`config.mk`:
```
export PLATFORM = sky130hd
export DESIGN_NAME = datapath_seq_ctrl
export DESIGN_NICKNAME = d
export VERILOG_FILES = /design/src/rtl/datapath_seq_ctrl.sv
export SDC_FILE = /design/constraint.sdc
export NUM_CORES = 1
export LEC_CHECK = 0
export CORE_MARGIN = 10
export CORE_UTILIZATION = 40
export CTS_BUF_LIST = sky130_fd_sc_hd__clkbuf_4 sky130_fd_sc_hd__clkbuf_8
export CTS_CLUSTER_DIAMETER = 60
export DETAILED_ROUTE_END_ITERATION = 8
export GPL_TIMING_DRIVEN = 0
export HOLD_SLACK_MARGIN = 0.12
export PLACE_DENSITY = 0.67
export SYNTH_ARGS = -nofsm -noshare
export SYNTH_HDL_FRONTEND = slang
export SYNTH_SLANG_ARGS = --single-unit
```
`constraint.sdc`:
```
create_clock -name clk -period 4.2 [get_ports clk]
set_clock_uncertainty 0.15 [all_clocks]
set_input_delay 0.84 -clock clk [delete_from_list [all_inputs] [get_ports clk]]
set_output_delay 0.84 -clock clk [all_outputs]
set_load 0.005 [all_outputs]
```
`src/rtl/datapath_seq_ctrl.sv`:
```
// Sequencer for y = (a<<14)/(a+b+c) * sin(d): latches operands, gates the s2p shift, launches div then mul.
// Latency start->res_valid = 2+SER_BITS+SIN_LAT+div wait+mul wait; result held until res_ready; start ignored while busy.
module datapath_seq_ctrl #(
  parameter int DATA_W   = 12,
  parameter int SER_BITS = 10,
  parameter int SIN_LAT  = 1,
  parameter int TIMEOUT  = 64
) (
  input  logic              clk,
  input  logic              rst,
  input  logic              start,
  input  logic [DATA_W-1:0] a_in,
  input  logic [DATA_W-1:0] b_in,
  input  logic [DATA_W-1:0] c_in,
  output logic [DATA_W-1:0] a_q,
  output logic [DATA_W-1:0] b_q,
  output logic [DATA_W-1:0] c_q,
  output logic              shift_en,
  output logic              div_start,
  input  logic              div_done,
  output logic              mul_start,
  input  logic              mul_done,
  output logic              busy,
  output logic              res_valid,
  input  logic              res_ready,
  output logic [1:0]        err
);

  localparam int CNT_MAX = (TIMEOUT > SER_BITS) ? ((TIMEOUT > SIN_LAT) ? TIMEOUT : SIN_LAT)
                                                : ((SER_BITS > SIN_LAT) ? SER_BITS : SIN_LAT);
  localparam int CNT_W = $clog2(CNT_MAX + 1);
  localparam logic [CNT_W-1:0] SER_LAST = CNT_W'(SER_BITS - 1);
  localparam logic [CNT_W-1:0] SIN_LAST = CNT_W'((SIN_LAT > 0) ? SIN_LAT - 1 : 0);
  localparam logic [CNT_W-1:0] TO_LAST  = CNT_W'(TIMEOUT - 1);

  typedef enum logic [2:0] {IDLE, LOAD, SHIFT, SINW, DIV, MUL, DONE} state_t;

  state_t            state;
  state_t            state_nxt;
  logic [CNT_W-1:0]  cnt;
  logic [DATA_W+1:0] divisor;
  logic [1:0]        err_nxt;

  // Two guard bits so a full-scale sum can never wrap to zero.
  assign divisor = {2'b00, a_q} + {2'b00, b_q} + {2'b00, c_q};

  always_ff @(posedge clk or posedge rst) begin
    if (rst) state <= IDLE;
    else     state <= state_nxt;
  end

  // Done inputs are ignored while cnt==0, i.e. on the launch-pulse cycle.
  always_comb begin
    state_nxt = state;
    err_nxt   = err;
    unique case (state)
      IDLE:  if (start) begin
               state_nxt = LOAD;
               err_nxt   = 2'd0;
             end
      LOAD:  if (divisor == '0) begin
               state_nxt = DONE;
               err_nxt   = 2'd1;
             end else begin
               state_nxt = SHIFT;
             end
      SHIFT: if (cnt == SER_LAST) state_nxt = (SIN_LAT == 0) ? DIV : SINW;
      SINW:  if (cnt == SIN_LAST) state_nxt = DIV;
      DIV:   if (cnt != '0 && div_done) begin
               state_nxt = MUL;
             end else if (cnt == TO_LAST) begin
               state_nxt = DONE;
               err_nxt   = 2'd2;
             end
      MUL:   if (cnt != '0 && mul_done) begin
               state_nxt = DONE;
             end else if (cnt == TO_LAST) begin
               state_nxt = DONE;
               err_nxt   = 2'd2;
             end
      DONE:  if (res_ready) begin
               state_nxt = IDLE;
               err_nxt   = 2'd0;
             end
      default: state_nxt = IDLE;
    endcase
  end

  always_comb begin
    busy      = (state != IDLE);
    shift_en  = (state == SHIFT);
    div_start = (state == DIV) && (cnt == '0);
    mul_start = (state == MUL) && (cnt == '0);
    res_valid = (state == DONE);
  end

  // One counter serves as bit index, sin wait and watchdog; it restarts on every state change.
  always_ff @(posedge clk or posedge rst) begin
    if (rst) begin
      cnt <= '0;
      err <= 2'd0;
      a_q <= '0;
      b_q <= '0;
      c_q <= '0;
    end else begin
      err <= err_nxt;
      if (state == IDLE && start) begin
        a_q <= a_in;
        b_q <= b_in;
        c_q <= c_in;
      end
      if (state_nxt != state || state == IDLE || state == DONE) cnt <= '0;
      else                                                       cnt <= cnt + CNT_W'(1);
    end
  end

endmodule

```
==> results of run 1 <==
[registers in the layout, summed over array words and instances (netlist names)]
name,cells
a_q,12
b_q,12
c_q,12
cnt,7
state,3
err,2
[metal layers]
layer	global-route usage, %	up-vias	share of wire (%)
li1	-	1154	-
met1	17.0	1169	44
met2	21.5	76	48
met3	4.67	5	7.5
met4	3.77	0	1.0
met5	0	-	0
[worst min-delay path by stage]
stage	slack, ns	cells after the start	startpoint	end
2_1_floorplan	0.32	1	cnt[0]$_DFF_PP0_	cnt[0]$_DFF_PP0_
3_3_place_gp	0.36	1	cnt[0]$_DFF_PP0_	cnt[0]$_DFF_PP0_
3_5_place_dp	0.36	1	cnt[0]$_DFF_PP0_	cnt[0]$_DFF_PP0_
4_1_cts	0.37	1	cnt[0]$_DFF_PP0_	cnt[0]$_DFF_PP0_
5_1_grt	0.42	1	cnt[0]$_DFF_PP0_	cnt[0]$_DFF_PP0_
6_report	0.37	1	cnt[0]$_DFF_PP0_	cnt[0]$_DFF_PP0_
[logic make-up after synthesis]
kind of cell / Yosys count / share of synthesized area [%]
muxes: 39 / 14.6
adders and majority gates: 27 / 14.5
DFF: 48 / 39.9
buffers and inverters: 23 / 3.50
AOI/OAI and AO/OA: 58 / 14.1
and+or+nand+nor: 63 / 11.3
xor gates and xnor gates: 7 / 2.04
[through the flow]
| step | cells | util [%] | instance area (µm²) |
|---|---|---|---|
| after floorplan | 265 | - | 3010 |
| after CTS | 457 | 56.0 | 4080 |
| after global placement | 448 | 54.5 | 3970 |
| after detailed placement | 449 | 54.7 | 3990 |
| after global routing | 457 | 56.0 | 4080 |
| final | 457 | 56.0 | 4080 |
[area by class of cell]
class	count	area (µm²)	share of cell area, %
tap	99	124	3.03
clock inverter	2	10.0	0.245
buffer	9	52.6	1.29
inverter	14	52.6	1.29
multi-input combinational	194	1700	41.6
timing repair buffer	85	861	21.1
clock buffer	6	82.6	2.02
sequential	48	1200	29.4
[cells in the final DEF, fill, tap and decap left out, drive strengths merged, types with 2 or more instances in the layout]
| cell | count |
|---|---|
| clkinv | 2 |
| or2 | 2 |
| xnor2 | 5 |
| nand2b | 3 |
| nand2 | 5 |
| nor3b | 3 |
| a41o | 2 |
| o31ai | 2 |
| a21oi | 7 |
| and3 | 6 |
| clkbuf | 7 |
| a211o | 2 |
| clkdlybuf4s50 | 84 |
| fa | 13 |
| xor2 | 2 |
| nand3 | 4 |
| o21ai | 17 |
| nor4 | 2 |
| nor2 | 24 |
| dfrtp | 48 |
| a21o | 3 |
| a211oi | 7 |
| buf | 9 |
| inv | 14 |
| mux2 | 39 |
| nor3 | 6 |
| ha | 14 |
| a31oi | 4 |
==> parameters.txt, run 1 <==
Parameter                              Value

Outcome
  Run status ... finished, final reports clean

Setup path
  Most used cell, CP ... fa_1
  End of the worst register-to-register path ... err[1]$_DFFE_PP0P_
  Register-to-register path setup slack ... 0.67 ns
  Launch point of the critical path ... a_q[1]$_DFFE_PP0P_
  Data arrival time of the worst path ... 3.58 ns
  Logic depth of the worst setup path including buffers ... 10
  Startpoint of the most critical register-to-register path ... a_q[1]$_DFFE_PP0P_
  Number of buffers and inverters on the critical path ... 1
  Crit end category ... flip-flop
  Worst-path cell with the longest stage delay ... fa_1
  Worst path required time ... 4.25 ns
  Type of element launching the critical path ... flip-flop
  Chain of cells forming the critical path ... fa_1 -> ha_1 -> inv_1 -> fa_1 -> or3b_2 -> a31oi_1 -> nand4_1 -> a2111oi_2 -> o2111ai_1 -> a41o_2
  Critical Path Fanout Max ... 3
  Setup Crit Path Kind ... flip-flop to flip-flop
  Depth of the worst register-to-register path ... 10
  Crit path to ... err[1]$_DFFE_PP0P_
  Highest cell delay on the worst timing path ... 0.56 ns
  Cell family contributing the most delay on the critical path ... adder cells

Placed design
  Final weighted congestion of routability-driven global placement ... 0.866
  Worst slack, placed ... 0.696 ns
  Buffers added on ports ... 84
  HPWL Detailed ... 5880 µm

Synth
  Flip-flop cell with the highest count after synthesis ... dfrtp_1
  Unique cell type count in the Yosys netlist ... 57
  Most frequent cell after synthesis ... dfrtp_1
  Share of synthesized registers carrying an async set or reset ... 100%
  Number of synthesized register bits ... 48
  Synth Net Count ... 334
  Count of yosys warnings during synthesis ... 0
  Mean Syn Cell Area ... 11.3 µm²
  Register area share after synthesis ... 40.0%
  Number of instances in the synthesized netlist ... 265
  Library cell occupying the most area in the post-synthesis netlist ... dfrtp_1
  Post-synth EDFFs ... 0
  Dominant cells by area after synthesis ... dfrtp_1 40%, mux2_2 15%, fa_1 8.7%
  Combined area of all synthesized cells ... 0.00301 mm²
  Post-synth top area share ... 40.0%
  Leading cell types by count after synthesis ... 48 x dfrtp_1, 39 x mux2_2, 24 x nor2_1, 14 x ha_1, 14 x inv_1

Routing
  Antenna Violating Nets Remaining ... 0
  First-pass iteration count of the detailed router ... 4
  Drc violations ... 0
  Initial detailed-routing violation count ... 58
  Detail-routed net length per standard cell ... 16.4 µm
  Routed WL ... 7500 µm
  Routed vias ... 2404
  Via density ... 5.26

GRT
  Initial antenna violation count ... 0
  Global-route wire length before repair ... 12600 µm
  Vias in the first global route ... 2475
  Pin count of the biggest net entering global routing ... 42
  Overall Global Routing Usage ... 13.5%
  Overall overflow remaining after global route ... 0

Floorplan
  Number of core rows ... 31
  Initial Util ... 41.2%
  X dimension of the die ... 107 µm
  Die Outline Area ... 0.0114 mm²
  Number of top-level pins ... 85
  Core region area ... 0.00729 mm²
  Vertical die dimension ... 107 µm

STA
  Smallest setup slack after layout ... 0.671 ns
  Worst relative slew slack ... 74.6%
  RSZ-0062 raised after global routing ... no
  Maximum clock frequency ... 0.283 GHz
  Worst Hold Slack ... 0.371 ns
  Number of setup violations in the final report ... 0
  Least-Margin Pin Slew ... 0.379 ns
  Pins Over Slew Limit ... 0
  Hold Vio Cnt, Final ... 0
  Final period demand of the worst path ... 3.53 ns
  Total Negative Setup Slacks ... 0 ns
  Final clock period utilization by the worst path ... 84.0%

Min path
  HP Class ... flip-flop to flip-flop

Layout
  Fraction of final layout cells sized beyond drive strength 1 ... 19.8%
  Count of filler cells inserted in the layout ... 689
  Antenna diode count ... 0
  Net count reported at finish ... 426
  Area growth syn-to-layout ... 35.8%

CTS
  Clock tree from TritonCTS ... built
  Root buffer cell ... clkbuf_8
  Clock transition time at the flip-flop clock pins of the worst setup and hold paths ... 0.09 ns
  Hold buffers post-CTS ... 0
  Number of setup buffers added after CTS ... 0
  Clock network latency to the later pin of the worst-skew pair ... 0.30 ns
  CTS Buffer Depth ... 2
  Post-CTS Resized ... 0
  H-tree depth ... 2
  Clock Sink Count ... 48
  Number of buffers created by CTS ... 5

Flow run
  Number of max-cap violations ... 0
Power of run 1 is not shown: default switching activity piles up to over one toggle a cycle in this logic, so the estimate is an artifact.
==> run 2, diff against run 1 <==
Clock period 4.2 ns to 3.5 ns, I/O delays scaled along.
==> run 2 against run 1 <==
Against the previous run: final area rose by 0.70%; via count decreased by 0.54%; setup slack lost 0.62 ns; flip-flop and latch count did not move; first-iteration DRC count is 21% higher; register-to-register slack lost 0.62 ns; count of clock-buffer cells in the layout is the same; critical endpoint unchanged.
==> parameters.txt, run 2 (synthesis results as in run 1) <==
Parameter                              Value

Routing
  Drc violations ... 0 (unchanged)
  Routed vias ... 2391 (was 2404)
  Initial detailed-routing violation count ... 70 (was 58)
  Antenna Violating Nets Remaining ... 0 (unchanged)
  Via density ... 5.22 (was 5.26)
  Detail-routed net length per standard cell ... 16.4 µm (about the same)
  Routed WL ... 7530 µm (was 7500 µm)
  First-pass iteration count of the detailed router ... 4 (unchanged)

Placed design
  Standard cell area after detailed placement ... 0.00399 mm² (unchanged)
  Buffers added on ports ... 84 (unchanged)
  HPWL Detailed ... 5880 µm (unchanged)
  Final weighted congestion of routability-driven global placement ... 0.866 (unchanged)

GRT
  Global routing usage on met1 ... 17.0% (unchanged)
  M2 GR Usage ... 21.4% (was 21.5%)
  Vias in the first global route ... 2468 (was 2475)
  Overall overflow remaining after global route ... 0 (unchanged)
  Top Usage Layer GRT ... met2 (unchanged)
  Met3 Use GR ... 4.67% (unchanged)
  Global-route wire length before repair ... 12600 µm (about the same)
  Initial antenna violation count ... 0 (unchanged)
  Pin count of the biggest net entering global routing ... 42 (unchanged)
  Overall Global Routing Usage ... 13.5% (about the same)

Floorplan
  Number of core rows ... 31 (unchanged)
  X dimension of the die ... 107 µm (unchanged)
  Vertical die dimension ... 107 µm (unchanged)
  Number of top-level pins ... 85 (unchanged)
  Core region area ... 0.00729 mm² (unchanged)
  Die Outline Area ... 0.0114 mm² (unchanged)
  Initial Util ... 41.2% (unchanged)

STA
  Pins Over Slew Limit ... 0 (unchanged)
  Worst relative slew slack ... 74.9% (was 74.6%)
  Number of setup violations in the final report ... 0 (unchanged)
  Hold Vio Cnt, Final ... 0 (unchanged)
  Final period demand of the worst path ... 3.44 ns (was 3.53 ns)
  Least-Margin Pin Slew ... 0.374 ns (was 0.379 ns)
  RSZ-0062 raised after global routing ... yes (was no)
  Final clock period utilization by the worst path ... 98.4% (was 84.0%)
  Maximum clock frequency ... 0.290 GHz (was 0.283 GHz)

Layout
  Largest registers ... a_q (12), b_q (12), c_q (12) (unchanged)
  Area growth syn-to-layout ... 36.8% (was 35.8%)
  Fraction of final layout cells sized beyond drive strength 1 ... 21.4% (was 19.8%)
  Top library cells by usage in the layout, fill and taps aside ... 84 x clkdlybuf4s50_1, 48 x dfrtp_1, 39 x mux2_2 (unchanged)
  Area taken by multi-input logic gates ... 0.00172 mm² (was 0.00170 mm²)
  Most common cell after layout, fill and taps aside ... clkdlybuf4s50_1 (unchanged)
  Count of filler cells inserted in the layout ... 681 (was 689)
  Total area of sequential cells ... 0.00120 mm² (unchanged)
  Net count reported at finish ... 427 (was 426)
  Antenna diode count ... 0 (unchanged)
  Design area ... 0.00411 mm² (was 0.00408 mm²)

CTS
  Clock transition time at the flip-flop clock pins of the worst setup and hold paths ... 0.09 ns (about the same)
  Clock tree from TritonCTS ... built (unchanged)
  Clock Sink Count ... 48 (unchanged)
  Root buffer cell ... clkbuf_8 (unchanged)
  Clock network latency to the later pin of the worst-skew pair ... 0.30 ns (about the same)
  CTS Buffer Depth ... 2 (unchanged)
  H-tree depth ... 2 (unchanged)
  Hold buffers post-CTS ... 0 (unchanged)
  Number of buffers created by CTS ... 5 (unchanged)

Setup path
  Crit end category ... flip-flop (unchanged)
  Worst path required time ... 3.55 ns (was 4.25 ns)
  Data arrival time of the worst path ... 3.49 ns (was 3.58 ns)
  Critical Path Fanout Max ... 3 (unchanged)
  Type of element launching the critical path ... flip-flop (unchanged)
  Setup Crit Path Kind ... flip-flop to flip-flop (unchanged)

Flow run
  Number of max-cap violations ... 0 (unchanged)

Min path
  HP Class ... flip-flop to flip-flop (unchanged)

Outcome
  Run status ... finished, final reports clean (unchanged)
run 2: worst max-delay path, stage by stage, from the launching register on:
cell	delay, ns
dfrtp_1	0.41
fa_1	0.56
ha_2	0.20
inv_2	0.04
fa_1	0.46
or3b_4	0.38
a31oi_1	0.17
nand4_1	0.13
a2111oi_2	0.38
o2111ai_2	0.22
a41o_2	0.26
run 2: worst paths after layout:
path                       cells after the start  slack, ns                from             endpoint
min reg2reg                                    1       0.37    cnt[0]$_DFF_PP0_     cnt[0]$_DFF_PP0_
min in group asynchronous                      2       0.47                 rst  c_q[10]$_DFFE_PP0P_
min                                            1       0.37    cnt[0]$_DFF_PP0_     cnt[0]$_DFF_PP0_
max                                           10       0.06  a_q[1]$_DFFE_PP0P_   err[1]$_DFFE_PP0P_
max in group asynchronous                      3       2.27                 rst   b_q[3]$_DFFE_PP0P_
max reg2reg                                   10       0.06  a_q[1]$_DFFE_PP0P_   err[1]$_DFFE_PP0P_
run 2: area by class of cell:
type / instances / area share, %
plain buffers: 9 / 1.28
clock buffers: 6 / 2.01
clock inverters: 2 / 0.243
inverters: 14 / 1.28
multi-input cells: 194 / 41.9
flip-flops and latches: 48 / 29.2
well taps: 99 / 3.01
repair buffers: 86 / 21.1
run 2: metal layers:
metal / vias to the layer above / part of all wire, %
met3: 8 / 7.4
met2: 71 / 47
li1: 1160 / -
met5: - / 0
met4: 0 / 1.1
met1: 1152 / 44
run 2: stage by stage:
stage / instances / utilization [%] / setup slack (ns) / hold WS [ns] / setup TNS (ns)
2_1_floorplan: 265 / - / 0.261 / 0.322 / 0
3_3_place_gp: 448 / 54.5 / 0.0442 / 0.355 / 0
5_1_grt: 458 / 56.4 / -0.0801 / 0.424 / -0.163
6_report: 458 / 56.4 / 0.0552 / 0.371 / 0
4_1_cts: 457 / 56.1 / 0.0120 / 0.370 / 0
3_5_place_dp: 449 / 54.7 / -0.00362 / 0.357 / -0.00362
run 2: repair_timing:
action	in CTS	in global routing
endpoints found under the setup margin	1	3
gates resized for setup	1	5
buffers inserted	0	1
pin swaps	0	3
Power of run 2 is left out for the same reason.
